## config.mk

```make
export PLATFORM = sky130hd
export DESIGN_NAME = wsum_seq_mac
export DESIGN_NICKNAME = d
export VERILOG_FILES = /design/src/rtl/wsum_seq_mac.sv
export SDC_FILE = /design/constraint.sdc
export NUM_CORES = 1
export LEC_CHECK = 0
export ABC_AREA = 0
export CAP_MARGIN = 10
export CORE_MARGIN = 3
export CORE_UTILIZATION = 50
export CTS_CLUSTER_SIZE = 20
export DETAILED_ROUTE_END_ITERATION = 12
export PLACE_DENSITY = 0.77
export SYNTH_ARGS = -nofsm -noshare
export SYNTH_HDL_FRONTEND = slang
export SYNTH_SLANG_ARGS = --single-unit
```

## constraint.sdc

```tcl
create_clock -name clk -period 13 [get_ports clk]
set_input_delay 2.6 -clock clk [delete_from_list [all_inputs] [get_ports clk]]
set_output_delay 2.6 -clock clk [all_outputs]
set_load 0.005 [all_outputs]
```

## src/rtl/wsum_seq_mac.sv

```systemverilog
// Time-multiplexed weighted summer: one shared DW x CW multiplier walks N_CH
// channels, then rounds half toward +inf and saturates into a DW-bit result.
module wsum_seq_mac #(
  parameter int N_CH  = 3,
  parameter int DW    = 10,
  parameter int CW    = 12,
  parameter int CFRAC = 11
) (
  input  logic                      clk,
  input  logic                      reset,
  input  logic                      start,
  input  logic [N_CH*DW-1:0]        x,
  input  logic                      coef_we,
  input  logic [$clog2(N_CH)-1:0]   coef_addr,
  input  logic signed [CW-1:0]      coef_wdata,
  output logic                      busy,
  output logic                      done,
  output logic signed [DW-1:0]      y,
  output logic                      ovf
);

  localparam int IW   = $clog2(N_CH);
  localparam int PW   = DW + CW;
  localparam int ACCW = PW + IW;

  localparam logic [1:0] S_IDLE  = 2'd0;
  localparam logic [1:0] S_MAC   = 2'd1;
  localparam logic [1:0] S_ROUND = 2'd2;

  localparam logic signed [CW-1:0]   C_NEG_HALF = CW'(-(1 << (CFRAC - 1)));
  localparam logic signed [CW-1:0]   C_FIVE_8TH = CW'((5 << CFRAC) >> 3);
  localparam logic signed [ACCW-1:0] RND_HALF   = ACCW'(1 << (CFRAC - 1));
  localparam logic signed [ACCW-1:0] Y_MAX      = ACCW'((1 << (DW - 1)) - 1);
  localparam logic signed [ACCW-1:0] Y_MIN      = ACCW'(-(1 << (DW - 1)));
  localparam logic signed [DW-1:0]   Y_MAX_DW   = DW'((1 << (DW - 1)) - 1);
  localparam logic signed [DW-1:0]   Y_MIN_DW   = DW'(-(1 << (DW - 1)));

  logic [1:0]               state;
  logic [IW-1:0]            idx;
  logic signed [ACCW-1:0]   acc;
  logic signed [DW-1:0]     xl   [N_CH];
  logic signed [CW-1:0]     coef [N_CH];

  logic signed [PW-1:0]     prod;
  logic signed [ACCW-1:0]   sum_rnd;
  logic signed [ACCW-1:0]   r;
  logic                     clamp_hi;
  logic                     clamp_lo;
  logic signed [DW-1:0]     y_next;
  logic                     addr_ok;

  always_comb begin
    prod     = '0;
    sum_rnd  = '0;
    r        = '0;
    clamp_hi = 1'b0;
    clamp_lo = 1'b0;
    y_next   = '0;
    addr_ok  = 1'b0;

    prod     = xl[idx] * coef[idx];
    sum_rnd  = acc + RND_HALF;
    r        = sum_rnd >>> CFRAC;
    clamp_hi = (r > Y_MAX);
    clamp_lo = (r < Y_MIN);
    if (clamp_hi)      y_next = Y_MAX_DW;
    else if (clamp_lo) y_next = Y_MIN_DW;
    else               y_next = r[DW-1:0];
    addr_ok  = (int'(coef_addr) < N_CH);
  end

  always_ff @(posedge clk) begin
    if (reset) begin
      state <= S_IDLE;
      busy  <= 1'b0;
      done  <= 1'b0;
      y     <= '0;
      ovf   <= 1'b0;
      acc   <= '0;
      idx   <= '0;
      for (int unsigned i = 0; i < N_CH; i++) begin
        xl[i] <= '0;
        if (i == 0 || i == 2) coef[i] <= C_NEG_HALF;
        else if (i == 1)      coef[i] <= C_FIVE_8TH;
        else                  coef[i] <= '0;
      end
    end else begin
      done <= 1'b0;
      case (state)
        S_IDLE: begin
          // Write lands at this edge; MAC reads coef from the next cycle on,
          // so a same-cycle start already sees the new value.
          if (coef_we && addr_ok) coef[coef_addr] <= coef_wdata;
          if (start) begin
            for (int unsigned i = 0; i < N_CH; i++) xl[i] <= x[i*DW +: DW];
            acc   <= '0;
            idx   <= '0;
            busy  <= 1'b1;
            state <= S_MAC;
          end
        end
        S_MAC: begin
          acc <= acc + ACCW'(prod);
          if (idx == IW'(N_CH - 1)) state <= S_ROUND;
          else                      idx   <= idx + IW'(1);
        end
        S_ROUND: begin
          y     <= y_next;
          ovf   <= clamp_hi | clamp_lo;
          done  <= 1'b1;
          busy  <= 1'b0;
          state <= S_IDLE;
        end
        default: begin
          busy  <= 1'b0;
          state <= S_IDLE;
        end
      endcase
    end
  end

endmodule

```

==> impl_metrics.env, run 1 <==
export IMPL_hold_depth=2
export IMPL_max_slew_worst_pin_slew_ns=1.10
export IMPL_timing_setup_tns_ns=0
export IMPL_synthCells=1049
export IMPL_fin_util_pct=59.4
export IMPL_io_buffer_count=60
export IMPL_num_rows=52
export IMPL_htreeDepth=4
export IMPL_vias_per_cell=5.24
export IMPL_io_pins=61
export IMPL_slew_headroom_pct=26.9
export IMPL_cts_sinks=121
export IMPL_totalWireLength_mm=23.2
export IMPL_cp_max_fo=23
export IMPL_cts_tree="yes"
export IMPL_drc=0
export IMPL_crit_type="flop to flop"
export IMPL_whs_ns=0.454
export IMPL_syn_area_mm2=0.0107
export IMPL_core_mm2=0.0206
export IMPL_synth_ff_type="edfxtp_1"
export IMPL_synth_seq_cells=121
export IMPL_n_fill_cell=1703
export IMPL_die_y_um=152
export IMPL_drive_gt1_share_pct=6.90
export IMPL_period_minus_slack_ns=6.73
export IMPL_die_area_mm2=0.0232
export IMPL_yosys_warnings=0
export IMPL_nets=1367
export IMPL_overflow=0
export IMPL_pre_cts_ws_ns=6.27
export IMPL_pwr_share_comb_pct=70.5
export IMPL_synth_area_per_cell_um2=10.2
export IMPL_cts_setup_buffers=0
export IMPL_wl_per_cell_um=16.6
export IMPL_clock_path_buffers=2
export IMPL_r2r_cells=20
export IMPL_slew_viol_final=0
export IMPL_cts_root_buf="clkbuf_16"
export IMPL_final_common_cell="inv_1"
export IMPL_drv_cap=0
export IMPL_period_share_pct=51.8
export IMPL_place_gp_congestion=0.918
export IMPL_power_mw=3.19
export IMPL_postCtsHoldBufs=0
export IMPL_hold_viol_final=0
export IMPL_finalSetupViolCount=0
export IMPL_final_setup_skew_ns=0.0112
export IMPL_dp_hpwl_mm=18.1
export IMPL_vias=7344
export IMPL_grt_usage_pct=21.0
export IMPL_antenna_found_initial=0
export IMPL_switching_share_pct=46.6
export IMPL_switchingPower_mw=1.49
export IMPL_cellPowerDensity_mw_per_mm2=261
export IMPL_final_antenna_net_count=0
export IMPL_n_antenna_cell=0
export IMPL_min_delay_start="y[0]$_SDFFE_PP0P_"
export IMPL_final_cell_mix="inv_1 (200), fa_1 (136), nand2_1 (97), edfxtp_1 (78), and2_1 (70)"
export IMPL_cts_inserted_buffers=17
export IMPL_cts_resized=0
export IMPL_r2r_end="acc[20]$_SDFFE_PP0P_"
export IMPL_rsz0062_at_grt="false"
export IMPL_p_int_mw=1.70
export IMPL_start_util_pct=52.0
export IMPL_worst_ep_required_time_ns=13.32
export IMPL_power_frac_seq_pct=14.9
export IMPL_start_kind="flop"
export IMPL_power_frac_clock_pct=14.6
export IMPL_synth_cell_types=59
export IMPL_min_path_type="flop to flop"
export IMPL_drt_iter0_drc=334
export IMPL_ys_seq_area_share_pct=29.9
export IMPL_hold_end="y[0]$_SDFFE_PP0P_"
export IMPL_r2r_setup_slack_ns=6.27
export IMPL_fmax_mhz=149
export IMPL_leakagePower_nw=5.40
export IMPL_dr_pass1_iters=5
export IMPL_setup_ws_ns=6.27
export IMPL_async_flop_share_pct=0
export IMPL_worstPathArrival_ns=7.06
export IMPL_syn_to_final_growth_pct=14.3
export IMPL_die_x_um=152
export IMPL_grt_max_degree=34
export IMPL_ir_drop_uv=335
export IMPL_clk_pin_slew_ns=0.06
export IMPL_clk_latency_ns=0.43
export IMPL_outcome="complete, no violations"
export IMPL_grt_pass1_wl_mm=39.1
export IMPL_crit_path_end_kind="flop"
export IMPL_synth_edf_count=78
export IMPL_grt_pass1_vias=7987
==> cells by family after synthesis <==
group                      Yosys count  synth area share [%]
xor gates and xnor gates            29                  2.37
adders and majority gates          200                  32.9
AOI/OAI and AO/OA                  121                  7.67
and+or+nand+nor                    316                  15.1
other                                1                0.0350
buffers and inverters              236                  8.41
muxes                               25                  3.63
DFF                                121                  29.9
==> final cells by class <==
| type | instances | area, µm² | share of cell area (%) |
|---|---|---|---|
| Clock buffer | 17 | 425 | 3.47 |
| Sequential cell | 121 | 3200 | 26.2 |
| Multi-Input combinational cell | 703 | 6660 | 54.4 |
| Clock inverter | 14 | 146 | 1.20 |
| Timing Repair Buffer | 76 | 721 | 5.89 |
| Tap cell | 270 | 338 | 2.76 |
| Inverter | 200 | 751 | 6.13 |
==> per-stage QoR <==
step | std cells | area (µm²)
detailed placement | 1370 | 11700
floorplan | 1060 | 10800
finish | 1401 | 12200
global route | 1401 | 12200
CTS | 1401 | 12200
global placement | 1370 | 11700
==> power groups by stage <==
| stage | Sequential (mW) | Combinational (mW) | Clock (mW) |
|---|---|---|---|
| finish | 0.475 | 2.25 | 0.465 |
| global route | 0.479 | 2.61 | 0.487 |
| CTS | 0.475 | 2.27 | 0.470 |
| detailed placement | 0.483 | 2.24 | 0 |
| global placement | 0.482 | 2.19 | 0 |
| floorplan | 0.470 | 1.78 | 0 |
==> cell usage after synthesis (all sizes together) (2+ instances only) <==
cell / n / area (µm²)
inv: 200 / 751
fa: 136 / 2720
nand2: 98 / 370
edfxtp: 78 / 2340
and2: 70 / 438
ha: 64 / 801
nor2: 49 / 184
dfxtp: 43 / 861
nor2b: 39 / 244
o21ai: 37 / 185
clkbuf: 29 / 109
a21oi: 21 / 109
xnor2: 18 / 158
a22oi: 13 / 97.6
mux2i: 13 / 130
nand3: 13 / 65.1
nand2b: 12 / 75.1
mux4: 11 / 248
xor2: 11 / 96.3
o211ai: 9 / 108
a21o: 7 / 52.6
buf: 7 / 41.3
a211oi: 6 / 45.0
nor3: 6 / 30.0
o21bai: 6 / 45.0
nor3b: 5 / 37.5
or2: 5 / 31.3
a31oi: 4 / 25.0
or2b: 4 / 30.0
a211o: 3 / 26.3
and3: 3 / 18.8
and4: 3 / 31.3
nand4: 2 / 12.5
nor4: 2 / 12.5
o21a: 2 / 15.0
o31ai: 2 / 15.0
or3: 2 / 12.5
==> worst max-delay path, cell delays in order (launching register included) <==
cell and delay (ns):
dfxtp_1 0.31, buf_4 0.38, mux2i_1 0.25, nor2_1 0.06, a21oi_1 0.79, nor2_1 0.18
fa_1 0.54, fa_1 0.51, fa_1 0.53, fa_1 0.55, inv_1 0.06, fa_1 0.54
inv_1 0.04, ha_1 0.36, a21oi_1 0.25, o21ai_0 0.12, a221o_1 0.33, a31o_1 0.22
a31oi_1 0.24, nor4b_1 0.10, a211o_1 0.28
==> routing by layer <==
| layer | routed length (µm) | vias up | GRT usage (%) |
|---|---|---|---|
| met4 | 545 | 0 | 7.28 |
| met3 | 1080 | 37 | 3.86 |
| met1 | 9830 | 3625 | 26.4 |
| met2 | 11800 | 201 | 36.5 |
| met5 | 0 | - | 0 |
| li1 | - | 3481 | - |
==> state kept, by name, indices dropped and copies added, names as in the netlist, named ones only <==
signal	cells
acc	24
state	2
ovf	1
y	10
done	1
xl	30
busy	1
idx	2
coef	48
==> worst max-delay path by stage <==
stage | startpoint | to | slack (ns)
after global placement | flop | acc[20]$_SDFFE_PP0P_ | 6.53
after global routing | flop | acc[20]$_SDFFE_PP0P_ | 5.74
after CTS | flop | acc[20]$_SDFFE_PP0P_ | 6.28
after detailed placement | flop | acc[20]$_SDFFE_PP0P_ | 6.27
after floorplan | flop | acc[20]$_SDFFE_PP0P_ | 6.91
final | flop | acc[20]$_SDFFE_PP0P_ | 6.27
Power figures use the tool's default switching activity.
==> run 2, diff against run 1 <==
- PLACE_DENSITY: 0.77 -> 0.79
- clock period: 13 -> 5.5 ns (I/O delays scaled with it)
==> run 2 against run 1 <==
  * The flow now finishes with violations (negative setup slack)
  * Final area rose by 14%
  * First-iteration DRC count grew 49%
  * Final cell count is 9.6% higher
  * Fmax grew 18%
  * Critical endpoint is now acc[18]$_SDFFE_PP0P_
==> impl_metrics.env, run 2 (same netlist as run 1, synthesis figures left out) <==
export IMPL_outcome="complete, but fails checks"
export IMPL_violations="negative setup slack"
export IMPL_vias_per_cell=5.31
export IMPL_largest_register="coef"
export IMPL_grt_max_degree=32
export IMPL_crit_type="flop to flop"
export IMPL_period_share_pct=104
export IMPL_n_fill_cell=1427
export IMPL_vias=8144
export IMPL_num_rows=52
export IMPL_die_y_um=152
export IMPL_crit_path_end_kind="flop"
export IMPL_dp_hpwl_mm=19.7
export IMPL_final_cells=1535
export IMPL_clk_pin_slew_ns=0.06
export IMPL_drt_iter0_drc=497
export IMPL_r2r_cells=20
export IMPL_cts_root_buf="clkbuf_16"
export IMPL_place_gp_congestion=0.941
export IMPL_largest_reg_flops=48
export IMPL_reg_top3="coef: 48 flops, xl: 30 flops, acc: 24 flops"
export IMPL_die_x_um=152
export IMPL_die_area_mm2=0.0232
export IMPL_fmax_mhz=175
export IMPL_wl_per_cell_um=17.6
export IMPL_path_cells="buf_12 -> mux4_2 -> and2_4 -> fa_2 -> inv_2 -> fa_1 -> inv_1 -> fa_2 -> fa_1 -> inv_2 -> fa_1 -> inv_2 -> ha_4 -> or4_4 -> o21ai_2 -> a21oi_2 -> a31o_4 -> a21oi_2 -> xor2_1 -> o21ai_1"
export IMPL_cp_max_fo=8
export IMPL_rsz0062_at_grt="true"
export IMPL_postCtsHoldBufs=0
export IMPL_slew_headroom_pct=56.0
export IMPL_grt_pass1_wl_mm=43.3
export IMPL_final_setup_skew_ns=0.0128
export IMPL_antenna_found_initial=0
export IMPL_multi_input_area_mm2=0.00713
export IMPL_worstPathArrival_ns=6.01
export IMPL_n_antenna_cell=0
export IMPL_finalSetupViolCount=12
export IMPL_start_util_pct=52.0
export IMPL_totalWireLength_mm=27.0
export IMPL_overflow=0
export IMPL_drv_cap=0
export IMPL_slew_viol_final=0
export IMPL_grt_usage_pct=23.2
export IMPL_timing_setup_tns_ns=-1.44
export IMPL_min_path_type="flop to flop"
export IMPL_htreeDepth=4
export IMPL_syn_to_final_growth_pct=29.8
export IMPL_dr_pass1_iters=5
export IMPL_cts_sinks=121
export IMPL_setup_ws_ns=-0.202
export IMPL_grt_pass1_vias=8871
export IMPL_io_pins=61
export IMPL_cp_slowest_cell="mux4_2"
export IMPL_dp_cells=1465
export IMPL_cts_tree="yes"
export IMPL_start_kind="flop"
export IMPL_hold_viol_final=0
export IMPL_nets=1500
export IMPL_r2r_setup_slack_ns=-0.20
export IMPL_clk_latency_ns=0.43
export IMPL_final_common_cell="inv_1"
export IMPL_worst_ep_required_time_ns=5.80
export IMPL_io_buffer_count=60
export IMPL_period_minus_slack_ns=5.70
export IMPL_max_slew_worst_pin_slew_ns=0.659
export IMPL_seqCellArea_mm2=0.00321
export IMPL_core_mm2=0.0206
export IMPL_final_cell_mix="inv_1 (186), buf_4 (128), fa_1 (123), nand2_1 (88), edfxtp_1 (78)"
export IMPL_drive_gt1_share_pct=24.6
export IMPL_max_stage_delay_ns=0.62
export IMPL_drc=0
export IMPL_r2r_end="acc[18]$_SDFFE_PP0P_"
export IMPL_clock_path_buffers=2
export IMPL_endpoint="acc[18]$_SDFFE_PP0P_"
export IMPL_cts_inserted_buffers=17
export IMPL_final_antenna_net_count=0
run 2: cell types whose count changed in the layout (fill, tap and decap cells not counted), sizes merged:
cell	previous run	this run
bufinv	2	3
inv	204	208
clkinvlp	4	1
mux4	11	12
buf	16	148
clkinv	4	3
run 2: metrics by stage:
| step | area, µm² | hold WS (ns) | util [%] | setup slack, ns |
|---|---|---|---|---|
| 5_1_grt | 13900 | 0.485 | 67.5 | -0.373 |
| 3_5_place_dp | 12600 | 0.456 | 61.1 | -0.310 |
| 2_1_floorplan | 11000 | 0.436 | - | -0.0137 |
| 4_1_cts | 13600 | 0.468 | 65.8 | -0.227 |
| 3_3_place_gp | 12600 | 0.441 | 61.1 | -0.211 |
| 6_report | 13900 | 0.469 | 67.5 | -0.202 |
run 2: worst min-delay path by stage:
stage	startpoint	to	slack, ns	depth (start not counted)
floorplan	acc[6]$_SDFFE_PP0P_	acc[6]$_SDFFE_PP0P_	0.44	2
global route	y[8]$_SDFFE_PP0P_	y[8]$_SDFFE_PP0P_	0.48	2
global placement	y[0]$_SDFFE_PP0P_	y[0]$_SDFFE_PP0P_	0.44	2
finish	acc[6]$_SDFFE_PP0P_	acc[6]$_SDFFE_PP0P_	0.47	2
CTS	acc[6]$_SDFFE_PP0P_	acc[6]$_SDFFE_PP0P_	0.47	2
detailed placement	y[9]$_SDFFE_PP0P_	y[9]$_SDFFE_PP0P_	0.46	2
run 2: metal layers:
| metal | track usage, % | part of all wire, % |
|---|---|---|
| met5 | 0 | 0 |
| met4 | 8.90 | 3.7 |
| met3 | 4.74 | 5.3 |
| met2 | 41.5 | 52 |
| met1 | 27.4 | 39 |
run 2: critical path: cells and delay by family, from the launching register on:
kind,cells,cell delay (ns)
mux,1,0.62
fa+ha+maj,6,2.66
simple gates,2,0.61
compound gates,5,0.70
buf+inv,5,0.37
xor+xnor,1,0.21
flops,1,0.41
run 2: layout make-up:
type                            count  share of cell area [%]
Inverter                          200                    5.40
Multi-Input combinational cell    704                    51.3
Clock inverter                     15                    1.47
Sequential cell                   121                    23.0
Tap cell                          270                    2.43
Clock buffer                       17                    3.06
Timing Repair Buffer              208                    13.3
run 2: what timing repair did:
item	in CTS	in global routing
pin swaps	37	63
setup buffers	24	15
setup endpoints to repair	13	16
gates resized for setup	48	59
gates cloned	1	0
Power of run 2 is not shown: default switching activity piles up to over one toggle a cycle in this logic, so the estimate is an artifact.
